### config.mk
export PLATFORM = sky130hd
export DESIGN_NAME = mux_scan_ctrl_flat
export DESIGN_NICKNAME = d
export VERILOG_FILES = /design/src/rtl/mux_scan_if.sv /design/src/rtl/mux_scan_ctrl.sv /design/src/flat_wrapper.sv
export SDC_FILE = /design/constraint.sdc
export NUM_CORES = 1
export LEC_CHECK = 0
export ABC_AREA = 1
export BUFFER_PORTS_ARGS = -buffer_cell sky130_fd_sc_hd__buf_2
export CORE_ASPECT_RATIO = 0.7
export CORE_MARGIN = 1
export CORE_UTILIZATION = 25
export DETAILED_ROUTE_END_ITERATION = 16
export PLACE_DENSITY = 0.52
export REMOVE_ABC_BUFFERS = 1
export SYNTH_ARGS = -nofsm -noshare
export SYNTH_HDL_FRONTEND = slang
export SYNTH_SLANG_ARGS = --single-unit
### constraint.sdc
create_clock -name clk -period 2.9 [get_ports clk]
set_clock_uncertainty 0.05 [all_clocks]
set_input_delay 0.58 -clock clk [delete_from_list [all_inputs] [get_ports clk]]
set_output_delay 0.58 -clock clk [all_outputs]
set_load 0.05 [all_outputs]
### src/rtl/mux_scan_if.sv
// Bundle of producer, mux and serial-consumer signals around the scan sequencer.
// The slave side is the sequencer; the master side is everything around it.
interface mux_scan_if #(
  parameter int WIDTH = 32,
  parameter int SEL_W = 5
);
  logic             start;
  logic [WIDTH-1:0] word_in;
  logic             dir;
  logic             abort;
  logic [WIDTH-1:0] mux_d;
  logic [SEL_W-1:0] mux_s;
  logic             mux_en;
  logic             mux_y;
  logic             bit_out;
  logic             bit_valid;
  logic             bit_ready;
  logic             busy;
  logic             done;

  modport slave (
    input  start, word_in, dir, abort, mux_y, bit_ready,
    output mux_d, mux_s, mux_en, bit_out, bit_valid, busy, done
  );

  modport master (
    output start, word_in, dir, abort, mux_y, bit_ready,
    input  mux_d, mux_s, mux_en, bit_out, bit_valid, busy, done
  );
endinterface

### src/rtl/mux_scan_ctrl.sv
// Scan sequencer for a 32:1 enable-gated bit-select mux.
// Latches a word, presents it on the mux data bus, walks the select through
// every index in the latched direction, samples Y after a settle window and
// hands each sampled bit to a serial consumer over valid/ready.
module mux_scan_ctrl #(
  parameter int WIDTH = 32,
  parameter int SEL_W = 5,
  parameter int DWELL = 2
) (
  input  logic         clk,
  input  logic         rst_n,
  mux_scan_if.slave    bus
);

  typedef enum logic [1:0] {
    IDLE    = 2'd0,
    SETTLE  = 2'd1,
    PRESENT = 2'd2,
    DONE    = 2'd3
  } state_t;

  // Counter only has to reach DWELL-1, so it never needs more than clog2(DWELL) bits.
  localparam int               CNT_W     = (DWELL < 2) ? 1 : $clog2(DWELL);
  localparam logic [CNT_W-1:0] CNT_LAST  = CNT_W'(DWELL - 1);
  localparam logic [CNT_W-1:0] CNT_ZERO  = {CNT_W{1'b0}};
  localparam logic [CNT_W-1:0] CNT_ONE   = CNT_W'(1);
  localparam logic [SEL_W-1:0] SEL_FIRST = {SEL_W{1'b0}};
  localparam logic [SEL_W-1:0] SEL_LAST  = SEL_W'(WIDTH - 1);
  localparam logic [SEL_W-1:0] SEL_ONE   = SEL_W'(1);

  state_t           state_r;
  state_t           next_state_s;

  logic [WIDTH-1:0] mux_d_r,     mux_d_s;
  logic [SEL_W-1:0] mux_s_r,     mux_s_s;
  logic             mux_en_r,    mux_en_s;
  logic             bit_out_r,   bit_out_s;
  logic             bit_valid_r, bit_valid_s;
  logic             busy_r,      busy_s;
  logic             done_r,      done_s;
  logic [CNT_W-1:0] dwell_cnt_r, dwell_cnt_s;
  logic             dir_r,       dir_s;

  logic             xfer_s;
  logic             settle_end_s;
  logic             last_idx_s;

  assign xfer_s       = bit_valid_r && bus.bit_ready;
  assign settle_end_s = (dwell_cnt_r == CNT_LAST);
  // The final index depends on the direction latched with the word, never the live input.
  assign last_idx_s   = dir_r ? (mux_s_r == SEL_FIRST) : (mux_s_r == SEL_LAST);

  // State register.
  always_ff @(posedge clk or negedge rst_n) begin
    if (!rst_n) begin
      state_r <= IDLE;
    end else begin
      state_r <= next_state_s;
    end
  end

  // Next-state decode; abort outranks both the settle timeout and a handshake.
  always_comb begin
    next_state_s = state_r;
    case (state_r)
      IDLE: begin
        if (bus.start) begin
          next_state_s = SETTLE;
        end else begin
          next_state_s = IDLE;
        end
      end
      SETTLE: begin
        if (bus.abort) begin
          next_state_s = IDLE;
        end else if (settle_end_s) begin
          next_state_s = PRESENT;
        end else begin
          next_state_s = SETTLE;
        end
      end
      PRESENT: begin
        if (bus.abort) begin
          next_state_s = IDLE;
        end else if (xfer_s) begin
          next_state_s = last_idx_s ? DONE : SETTLE;
        end else begin
          next_state_s = PRESENT;
        end
      end
      DONE: begin
        next_state_s = IDLE;
      end
      default: begin
        next_state_s = IDLE;
      end
    endcase
  end

  // Next values of the registered outputs; everything holds unless a state acts on it.
  always_comb begin
    mux_d_s     = mux_d_r;
    mux_s_s     = mux_s_r;
    mux_en_s    = mux_en_r;
    bit_out_s   = bit_out_r;
    bit_valid_s = bit_valid_r;
    dwell_cnt_s = dwell_cnt_r;
    dir_s       = dir_r;
    done_s      = 1'b0;
    busy_s      = (next_state_s != IDLE);
    case (state_r)
      IDLE: begin
        if (bus.start) begin
          mux_d_s     = bus.word_in;
          mux_s_s     = bus.dir ? SEL_LAST : SEL_FIRST;
          dir_s       = bus.dir;
          dwell_cnt_s = CNT_ZERO;
          mux_en_s    = 1'b1;
        end else begin
          mux_en_s    = 1'b0;
        end
      end
      SETTLE: begin
        if (bus.abort) begin
          mux_en_s    = 1'b0;
          bit_valid_s = 1'b0;
        end else if (settle_end_s) begin
          bit_out_s   = bus.mux_y;
          bit_valid_s = 1'b1;
        end else begin
          dwell_cnt_s = dwell_cnt_r + CNT_ONE;
        end
      end
      PRESENT: begin
        if (bus.abort) begin
          mux_en_s    = 1'b0;
          bit_valid_s = 1'b0;
        end else if (xfer_s) begin
          bit_valid_s = 1'b0;
          if (last_idx_s) begin
            done_s = 1'b1;
          end else begin
            mux_s_s     = dir_r ? (mux_s_r - SEL_ONE) : (mux_s_r + SEL_ONE);
            dwell_cnt_s = CNT_ZERO;
          end
        end else begin
          bit_valid_s = 1'b1;
        end
      end
      DONE: begin
        mux_en_s    = 1'b0;
        bit_valid_s = 1'b0;
      end
      default: begin
        mux_en_s    = 1'b0;
        bit_valid_s = 1'b0;
      end
    endcase
  end

  // Output and datapath registers.
  always_ff @(posedge clk or negedge rst_n) begin
    if (!rst_n) begin
      mux_d_r     <= {WIDTH{1'b0}};
      mux_s_r     <= {SEL_W{1'b0}};
      mux_en_r    <= 1'b0;
      bit_out_r   <= 1'b0;
      bit_valid_r <= 1'b0;
      busy_r      <= 1'b0;
      done_r      <= 1'b0;
      dwell_cnt_r <= CNT_ZERO;
      dir_r       <= 1'b0;
    end else begin
      mux_d_r     <= mux_d_s;
      mux_s_r     <= mux_s_s;
      mux_en_r    <= mux_en_s;
      bit_out_r   <= bit_out_s;
      bit_valid_r <= bit_valid_s;
      busy_r      <= busy_s;
      done_r      <= done_s;
      dwell_cnt_r <= dwell_cnt_s;
      dir_r       <= dir_s;
    end
  end

  assign bus.mux_d     = mux_d_r;
  assign bus.mux_s     = mux_s_r;
  assign bus.mux_en    = mux_en_r;
  assign bus.bit_out   = bit_out_r;
  assign bus.bit_valid = bit_valid_r;
  assign bus.busy      = busy_r;
  assign bus.done      = done_r;

endmodule

### src/flat_wrapper.sv
// flat-port wrapper written by rule: the top's interface ports become plain ports
module mux_scan_ctrl_flat 
#(
  parameter int WIDTH = 32,
  parameter int SEL_W = 5,
  parameter int DWELL = 2
)
  (clk, rst_n, bus_start, bus_word_in, bus_dir, bus_abort, bus_mux_y, bus_bit_ready, bus_mux_d, bus_mux_s, bus_mux_en, bus_bit_out, bus_bit_valid, bus_busy, bus_done);
  mux_scan_if #(.WIDTH(WIDTH), .SEL_W(SEL_W)) bus_i ();
  input  logic clk;
  input  logic rst_n;
  input wire logic [$bits(bus_i.start)-1:0] bus_start;
  input wire logic [$bits(bus_i.word_in)-1:0] bus_word_in;
  input wire logic [$bits(bus_i.dir)-1:0] bus_dir;
  input wire logic [$bits(bus_i.abort)-1:0] bus_abort;
  input wire logic [$bits(bus_i.mux_y)-1:0] bus_mux_y;
  input wire logic [$bits(bus_i.bit_ready)-1:0] bus_bit_ready;
  output wire logic [$bits(bus_i.mux_d)-1:0] bus_mux_d;
  output wire logic [$bits(bus_i.mux_s)-1:0] bus_mux_s;
  output wire logic [$bits(bus_i.mux_en)-1:0] bus_mux_en;
  output wire logic [$bits(bus_i.bit_out)-1:0] bus_bit_out;
  output wire logic [$bits(bus_i.bit_valid)-1:0] bus_bit_valid;
  output wire logic [$bits(bus_i.busy)-1:0] bus_busy;
  output wire logic [$bits(bus_i.done)-1:0] bus_done;
  assign bus_i.start = bus_start;
  assign bus_i.word_in = bus_word_in;
  assign bus_i.dir = bus_dir;
  assign bus_i.abort = bus_abort;
  assign bus_i.mux_y = bus_mux_y;
  assign bus_i.bit_ready = bus_bit_ready;
  assign bus_mux_d = bus_i.mux_d;
  assign bus_mux_s = bus_i.mux_s;
  assign bus_mux_en = bus_i.mux_en;
  assign bus_bit_out = bus_i.bit_out;
  assign bus_bit_valid = bus_i.bit_valid;
  assign bus_busy = bus_i.busy;
  assign bus_done = bus_i.done;
  mux_scan_ctrl #(.WIDTH(WIDTH), .SEL_W(SEL_W), .DWELL(DWELL)) u_core (.clk(clk), .rst_n(rst_n), .bus(bus_i));
endmodule
==> reports/summary.json, run 1 <==
{
  "status": "finished clean",
  "antenna_violations_before_repair": 0,
  "number_of_setup_violations_in_the_final_report": 0,
  "met2_usage_pct": 15.1,
  "post_cts_resize_count": 0,
  "fraction_of_final_layout_cells_sized_beyond_drive_strength_1_pct": 47.0,
  "worst_setup_path_start_kind": "flip-flop",
  "grt_max_degree": 27,
  "clock_tree.buffer_depth": 2,
  "layout-area-overhead-vs-synth_pct": 31.2,
  "detailed_place_hpwl_um": 3700,
  "globalRoute.busiestLayer": "met2",
  "post-route-period-util_pct": 67.3,
  "port_buffers": 80,
  "fin_worst_hold_slack_ps": 224,
  "mappedNetlistArea_um2": 2260,
  "syn-instance-count": 192,
  "design.core.area_um2": 8620,
  "hold_viol": 0,
  "ys_seq_area_share_pct": 50.9,
  "slew_at_the_pin_closest_to_its_max_slew_limit_ps": 540,
  "grt_pass1_wl_um": 7580,
  "global_route.overflow_total": 0,
  "final.fill_count": 907,
  "post_synth.cell_area_avg_um2": 11.8,
  "drcViolationCount": 0,
  "setup.worst_path.class": "reg -> reg",
  "fmax_mhz": 512,
  "fp.dieW_um": 116,
  "largest_fanout_on_the_critical_path": 26,
  "routed_wl_um": 4790,
  "cts_buffers": 5,
  "grt_usage_pct": 10.6,
  "yosys_warnings": 0,
  "detail_route.iter0.violations": 50,
  "floorplan.initialDensity_pct": 26.2,
  "floorplan.rows": 28,
  "cp.buffers_inverters": 2,
  "cts_root_cell": "sky130_fd_sc_hd__clkbuf_16",
  "post_drt_wl_per_cell_um": 12.0,
  "cp_cell_sequence": "inv_1, ha_1, nand2_2, buf_4, mux2_4",
  "worstSetupEndpointType": "flip-flop",
  "place_inst": 391,
  "cts_hold_repair.buffers": 0,
  "global_routing_met3_resource_utilization_pct": 3.91,
  "clkLatencyLatePin_ps": 280,
  "synth_cell_types": 25,
  "worst-r2r-setup-slack_ps": 950,
  "hp-class": "in -> async",
  "finalCriticalPeriod_ps": 1950,
  "final_cells": 399,
  "detailedRoute.firstPassIterationCount": 4,
  "design.die.area_um2": 9430,
  "place_congestion": 0.749,
  "critPathTopFamily": "buffers and inverters",
  "grtUsageMet1_pct": 15.1,
  "nets": 327,
  "setup_total_negative_slack_ps": 0,
  "setup_repair_after_global_routing_missed_its_margin": "no",
  "path_clk_slew_ps": 60,
  "routed-via-count": 1624,
  "postSynthRegisterBits": 46,
  "crit_slowest_cell": "sky130_fd_sc_hd__buf_4",
  "detail_route.vias_per_cell": 4.07,
  "tritoncts": "done",
  "design.portCount": 81,
  "post-cts-setup-buffers": 0,
  "antenna_diode_count": 0,
  "route.antenna.remaining_nets": 0,
  "worstPathRequired_ps": 3020,
  "worst_path_largest_cell_delay_ps": 470,
  "clock_tree.htree_level_count": 2,
  "max_cap_viol_count": 0,
  "grt_pass1_vias": 1541,
  "arr_time_crit_path_ps": 2070,
  "timing.slew.headroom_pct": 64.0,
  "clock-sinks": 46,
  "slew_viol_final": 0,
  "die-height_um": 81.6
}
placed cells by master, fill, tap and decap left out, drive strengths merged:
master,Yosys,routed
buf,4,83
dfrtp,46,46
nand2,45,45
mux2,34,34
inv,14,14
nor2,12,12
ha,9,9
a21oi,8,8
nand3,8,8
clkbuf,0,5
o21ai,3,3
nand4,3,3
a31oi,2,2
clkinvlp,0,2
or2,1,1
clkinv,1,1
o21bai,1,1
fa,1,1
bufinv,0,1
cell families after synthesis:
kind of cell	after synthesis	share of synthesized area (%)
simple gates	69	13.6
flops	46	50.9
mux	34	21.9
buf+inv	19	4.21
compound gates	14	3.49
fa+ha+maj	10	5.87
routing by layer:
metal,vias up,routed length [um],part of all wire (%)
li1,807,-,-
met1,769,2460,51
met2,46,2000,42
met3,2,321,6.7
met4,0,11,0.23
met5,-,0,0
through the flow:
stage / setup WS, ps / area [um^2] / utilization (%)
after global routing: 831 / 2970 / 34.4
final: 947 / 2970 / 34.4
after CTS: 902 / 2970 / 34.4
after global placement: 963 / 2800 / 32.4
after floorplan: 1010 / 2220 / -
after detailed placement: 908 / 2800 / 32.4
cell usage after synthesis (all sizes together):
master  instances  area (um^2)
nand4           3         25.0
mux2           34          495
inv            14         52.6
or2             1         6.26
nor2           12         55.1
nand3           8         50.1
fa              1         20.0
ha              9          113
clkinv          1         3.75
dfrtp          46         1150
o21ai           3         15.0
o21bai          1         7.51
buf             4         38.8
a31oi           2         12.5
a21oi           8         43.8
nand2          45          171
layout make-up:
| type | count | area, um^2 | area share (%) |
|---|---|---|---|
| Timing Repair Buffer | 83 | 423 | 14.3 |
| Tap cell | 120 | 150 | 5.06 |
| Multi-Input combinational cell | 127 | 1010 | 34.2 |
| Clock buffer | 5 | 125 | 4.22 |
| Inverter | 15 | 56.3 | 1.90 |
| Clock inverter | 3 | 45.0 | 1.52 |
| Sequential cell | 46 | 1150 | 38.8 |
worst paths after layout:
path | from | end | depth (start not counted)
setup / recovery | u_core.state_r[0] | u_core.bus.mux_d[22] | 5
hold / removal | rst_n | u_core.bus.busy | 1
setup reg to reg | u_core.state_r[0] | u_core.bus.mux_d[22] | 5
hold reg to reg | u_core.bus.mux_d[29] | u_core.bus.mux_d[29] | 1
max in group asynchronous | rst_n | u_core.bus.mux_d[21] | 2
min in group clk | u_core.bus.mux_d[29] | u_core.bus.mux_d[29] | 1
sequential cells by signal, summed over array words and instances (netlist names):
| signal | cells |
|---|---|
| u_core.bus.mux_en | 1 |
| u_core.dir_r | 1 |
| u_core.bus.done | 1 |
| u_core.bus.bit_valid | 1 |
| u_core.dwell_cnt_r | 1 |
| u_core.state_r | 2 |
| u_core.bus.mux_s | 5 |
| u_core.bus.bit_out | 1 |
| u_core.bus.busy | 1 |
| u_core.bus.mux_d | 32 |
worst register-to-register path, cell delays in order (launching register included):
cell and delay (ps):
sky130_fd_sc_hd__dfrtp_1 400, sky130_fd_sc_hd__inv_1 90, sky130_fd_sc_hd__ha_1 260, sky130_fd_sc_hd__nand2_2 200
sky130_fd_sc_hd__buf_4 470, sky130_fd_sc_hd__mux2_4 370
Power of run 1 is not shown: default switching activity piles up to over one toggle a cycle in this logic, so the estimate is an artifact.
==> inputs of run 2 (changes only) <==
ABC_AREA = 0   (was 1)
PLACE_DENSITY = 0.53   (was 0.52)
clock period = 2 ns   (was 2.9 ns; I/O delays follow)
==> reports/summary.json, run 2 <==
{
  "status": {"value": "finished clean", "change": "unchanged"},
  "post_drt_wl_per_cell": {"value": 12.9, "unit": "um", "change": "was 12.0 um"},
  "post_synth.cell_area_avg": {"value": 13.3, "unit": "um^2", "change": "was 11.8 um^2"},
  "async_flop_share": {"value": 100, "unit": "%", "change": "unchanged"},
  "synth_enable_flop_cells": {"value": 0, "change": "unchanged"},
  "design.portCount": {"value": 81, "change": "unchanged"},
  "postLayoutCellArea": {"value": 2860, "unit": "um^2", "change": "was 2970 um^2"},
  "clock_tree.htree_level_count": {"value": 2, "change": "unchanged"},
  "worst_path_largest_cell_delay": {"value": 450, "unit": "ps", "change": "was 470 ps"},
  "grt_pass1_vias": {"value": 1593, "change": "was 1541"},
  "clock_tree.buffer_depth": {"value": 2, "change": "unchanged"},
  "synth.area.top_cells": {"value": "sky130_fd_sc_hd__dfrtp_1 55%, sky130_fd_sc_hd__mux2_2 22%, sky130_fd_sc_hd__ha_1 5.4%", "change": "was sky130_fd_sc_hd__dfrtp_1 51%, sky130_fd_sc_hd__mux2_4 20%, sky130_fd_sc_hd__nand2_1 7.3%"},
  "ys_seq_area_share": {"value": 55.5, "unit": "%", "change": "was 50.9%"},
  "antenna_diode_count": {"value": 0, "change": "unchanged"},
  "crit_slowest_cell": {"value": "sky130_fd_sc_hd__dfrtp_2", "change": "was sky130_fd_sc_hd__buf_4"},
  "r2r_start": {"value": "u_core.bus.mux_s[1]", "change": "was u_core.state_r[0]"},
  "yosysMostFrequentCell": {"value": "sky130_fd_sc_hd__dfrtp_1", "change": "unchanged"},
  "most-common-layout-cells": {"value": "80 x sky130_fd_sc_hd__buf_2, 44 x sky130_fd_sc_hd__dfrtp_1, 40 x sky130_fd_sc_hd__mux2_2", "change": "was 80 x sky130_fd_sc_hd__buf_2, 46 x sky130_fd_sc_hd__dfrtp_1, 44 x sky130_fd_sc_hd__nand2_1"},
  "fmax": {"value": 522, "unit": "MHz", "change": "was 512 MHz"},
  "hp-class": {"value": "in -> async", "change": "unchanged"},
  "number_of_flip_flops_under_the_largest_register_name": {"value": 32, "change": "unchanged"},
  "place_congestion": {"value": 0.738, "change": "was 0.749"},
  "routed-via-count": {"value": 1545, "change": "was 1624"},
  "drcViolationCount": {"value": 0, "change": "unchanged"},
  "r2r_cells": {"value": 6, "change": "was 5"},
  "postSynthRegisterBits": {"value": 46, "change": "unchanged"},
  "max_cap_viol_count": {"value": 0, "change": "unchanged"},
  "post-route-period-util": {"value": 95.8, "unit": "%", "change": "was 67.3%"},
  "place_inst": {"value": 344, "change": "was 391"},
  "leading_cell_type_in_the_layout_fill_and_taps_excluded": {"value": "sky130_fd_sc_hd__buf_2", "change": "unchanged"},
  "preCtsSetupSlack": {"value": -21.9, "unit": "ps", "change": "was 908 ps"},
  "die-height": {"value": 78.2, "unit": "um", "change": "was 81.6 um"},
  "routed_wl": {"value": 4550, "unit": "um", "change": "was 4790 um"},
  "fp.dieW": {"value": 111, "unit": "um", "change": "was 116 um"},
  "nets": {"value": 300, "change": "was 327"},
  "path_clk_slew": {"value": 60, "unit": "ps", "change": "about the same"},
  "library_cell_with_the_largest_summed_area_after_synthesis": {"value": "sky130_fd_sc_hd__dfrtp_1", "change": "unchanged"},
  "floorplan.rows": {"value": 27, "change": "was 28"},
  "antenna_violations_before_repair": {"value": 0, "change": "unchanged"},
  "grt_usage": {"value": 11.1, "unit": "%", "change": "was 10.6%"},
  "setup_total_negative_slack": {"value": 0, "unit": "ps", "change": "unchanged"},
  "synth-main-ff-cell": {"value": "sky130_fd_sc_hd__dfrtp_1", "change": "unchanged"},
  "fin_util": {"value": 36.0, "unit": "%", "change": "was 34.4%"},
  "mappedNetlistArea": {"value": 2080, "unit": "um^2", "change": "was 2260 um^2"},
  "detailed_place_hpwl": {"value": 3260, "unit": "um", "change": "was 3700 um"},
  "vdd_ir_drop_max_uv": 488,
  "slew_at_the_pin_closest_to_its_max_slew_limit": {"value": 601, "unit": "ps", "change": "was 540 ps"},
  "tritoncts": {"value": "done", "change": "unchanged"},
  "clkLatencyLatePin": {"value": 290, "unit": "ps", "change": "was 280 ps"},
  "synth_cell_types": {"value": 31, "change": "was 25"},
  "cts_hold_repair.buffers": {"value": 0, "change": "unchanged"},
  "yosys_warnings": {"value": 0, "change": "unchanged"},
  "largest_fanout_on_the_critical_path": {"value": 6, "change": "was 26"},
  "slew_viol_final": {"value": 0, "change": "unchanged"},
  "global_route.overflow_total": {"value": 0, "change": "unchanged"},
  "grt_max_degree": {"value": 47, "change": "was 27"},
  "post-synth-top-area-fraction": {"value": 55.5, "unit": "%", "change": "was 50.9%"},
  "detail_route.iter0.violations": {"value": 26, "change": "was 50"},
  "leakagePower_nw": 1.35,
  "setup.worst_path.class": {"value": "reg -> reg", "change": "unchanged"},
  "cp_cell_sequence": {"value": "fa_2, a21o_1, a21oi_2, xor2_1, nor4_1, a311oi_1", "change": "was inv_1, ha_1, nand2_2, buf_4, mux2_4"},
  "final_cells": {"value": 353, "change": "was 399"},
  "timing.slew.headroom": {"value": 59.9, "unit": "%", "change": "was 64.0%"},
  "arr_time_crit_path": {"value": 2050, "unit": "ps", "change": "was 2070 ps"},
  "clock-sinks": {"value": 46, "change": "unchanged"},
  "route.antenna.remaining_nets": {"value": 0, "change": "unchanged"},
  "port_buffers": {"value": 80, "change": "unchanged"},
  "design.core.area": {"value": 7940, "unit": "um^2", "change": "was 8620 um^2"},
  "fraction_of_final_layout_cells_sized_beyond_drive_strength_1": {"value": 58.7, "unit": "%", "change": "was 47.0%"},
  "placedInstanceArea": {"value": 2670, "unit": "um^2", "change": "was 2800 um^2"},
  "final.fill_count": {"value": 793, "change": "was 907"},
  "layout-area-overhead-vs-synth": {"value": 37.6, "unit": "%", "change": "was 31.2%"},
  "hold_viol": {"value": 0, "change": "unchanged"},
  "syn-instance-count": {"value": 156, "change": "was 192"},
  "finalCriticalPeriod": {"value": 1920, "unit": "ps", "change": "was 1950 ps"},
  "detail_route.vias_per_cell": {"value": 4.38, "change": "was 4.07"},
  "setup_repair_after_global_routing_missed_its_margin": {"value": "no", "change": "unchanged"},
  "worstSetupEndpointType": {"value": "flip-flop", "change": "unchanged"},
  "worstPathRequired": {"value": 2130, "unit": "ps", "change": "was 3020 ps"},
  "worst_slack": {"value": 84.4, "unit": "ps", "change": "was 947 ps"},
  "floorplan.initialDensity": {"value": 26.1, "unit": "%", "change": "was 26.2%"},
  "ys_top_cells_by_count": {"value": "46 x sky130_fd_sc_hd__dfrtp_1, 40 x sky130_fd_sc_hd__mux2_2, 9 x sky130_fd_sc_hd__ha_1, 9 x sky130_fd_sc_hd__nand2_1, 8 x sky130_fd_sc_hd__a21oi_1", "change": "was 46 x sky130_fd_sc_hd__dfrtp_1, 44 x sky130_fd_sc_hd__nand2_1, 30 x sky130_fd_sc_hd__mux2_4"},
  "detailedRoute.firstPassIterationCount": {"value": 4, "change": "unchanged"},
  "design.die.area": {"value": 8680, "unit": "um^2", "change": "was 9430 um^2"},
  "worst-r2r-setup-slack": {"value": 80, "unit": "ps", "change": "was 950 ps"},
  "cts_buffers": {"value": 5, "change": "unchanged"},
  "capture_point_of_the_worst_reg_to_reg_path": {"value": "u_core.bus.mux_s[4]", "change": "was u_core.bus.mux_d[22]"},
  "grt_pass1_wl": {"value": 7530, "unit": "um", "change": "was 7580 um"},
  "number_of_setup_violations_in_the_final_report": {"value": 0, "change": "unchanged"},
  "worst_setup_path_start_kind": {"value": "flip-flop", "change": "unchanged"},
  "cts_root_cell": {"value": "sky130_fd_sc_hd__clkbuf_16", "change": "unchanged"},
  "pwr_density_cell_nw_per_um2": 1380
}
-- run 2: changes by cell type after synthesis, moves of 3 or more --
| cell | delta |
|---|---|
| sky130_fd_sc_hd__inv_1 | -7 |
| sky130_fd_sc_hd__nand3_1 | -3 |
| sky130_fd_sc_hd__nand2_1 | -35 |
| sky130_fd_sc_hd__buf_6 | -3 |
| sky130_fd_sc_hd__nor2_1 | -6 |
| sky130_fd_sc_hd__mux2_1 | -4 |
| sky130_fd_sc_hd__mux2_4 | -30 |
| sky130_fd_sc_hd__clkbuf_1 | +3 |
| sky130_fd_sc_hd__mux2_2 | +40 |
| sky130_fd_sc_hd__inv_2 | -3 |
-- run 2: logic make-up after synthesis --
family	share of synthesized area, %
fa+ha+maj	6.39
buf+inv	1.87
xor+xnor	1.27
mux	21.7
compound gates	6.81
simple gates	6.51
flops	55.5
-- run 2: how the worst max path moves through the flow --
stage / from / to / slack (ps) / cells past startpoint
6_report: u_core.bus.mux_s[1] / u_core.bus.mux_s[4] / 80 / 6
5_1_grt: u_core.bus.mux_s[0] / u_core.bus.busy / 10 / 6
4_1_cts: u_core.dir_r / u_core.bus.mux_s[4] / 40 / 6
3_5_place_dp: u_core.dir_r / u_core.bus.mux_s[4] / -20 / 6
3_3_place_gp: u_core.dir_r / u_core.bus.mux_s[4] / -40 / 6
2_1_floorplan: u_core.bus.mux_s[1] / u_core.bus.mux_s[3] / -110 / 6
-- run 2: metrics by stage --
step | total power [mW] | hold WS [ps]
after floorplan | 2.55 | 54.4
after global placement | 2.98 | 408
after detailed placement | 3.00 | 416
after CTS | 3.98 | 182
after global routing | 4.16 | 214
final | 3.94 | 152
-- run 2: per-layer routing --
layer / global-route usage (%) / wire length [um]
met1: 13.8 / 2170
met2: 16.6 / 1910
met3: 5.25 / 416
met4: 4.80 / 55
met5: 0 / 0
-- run 2: critical path, delay by kind of cell (launching register included) --
| family | cells | cell delay [ps] |
|---|---|---|
| AND/OR/NAND/NOR | 1 | 70 |
| flip-flops | 1 | 450 |
| AO/OA/AOI/OAI | 3 | 640 |
| XOR/XNOR | 1 | 220 |
| adder cells (fa/ha/maj) | 1 | 390 |
-- run 2: where the power goes --
part | total (mW) | leakage, nW | switching (mW) | internal (mW)
clock network | 0.941 | 0.0771 | 0.351 | 0.590
logic | 1.70 | 0.732 | 1.16 | 0.537
registers | 1.30 | 0.542 | 0.139 | 1.16
-- run 2: layout make-up --
| class | count | area (um^2) | area share [%] |
|---|---|---|---|
| inverters | 4 | 15.0 | 0.526 |
| repair buffers | 93 | 498 | 17.4 |
| flip-flops and latches | 46 | 1150 | 40.4 |
| well taps | 101 | 126 | 4.43 |
| clock buffers | 6 | 129 | 4.51 |
| clock inverters | 2 | 37.5 | 1.31 |
| multi-input cells | 101 | 896 | 31.4 |
-- run 2: repair_timing --
item,CTS,global route
resized for setup,3,2
hold endpoints to repair,0,0
buffers inserted,0,1
pin swaps,1,1
setup endpoints to repair,1,5
(Power assumes the default switching activity.)
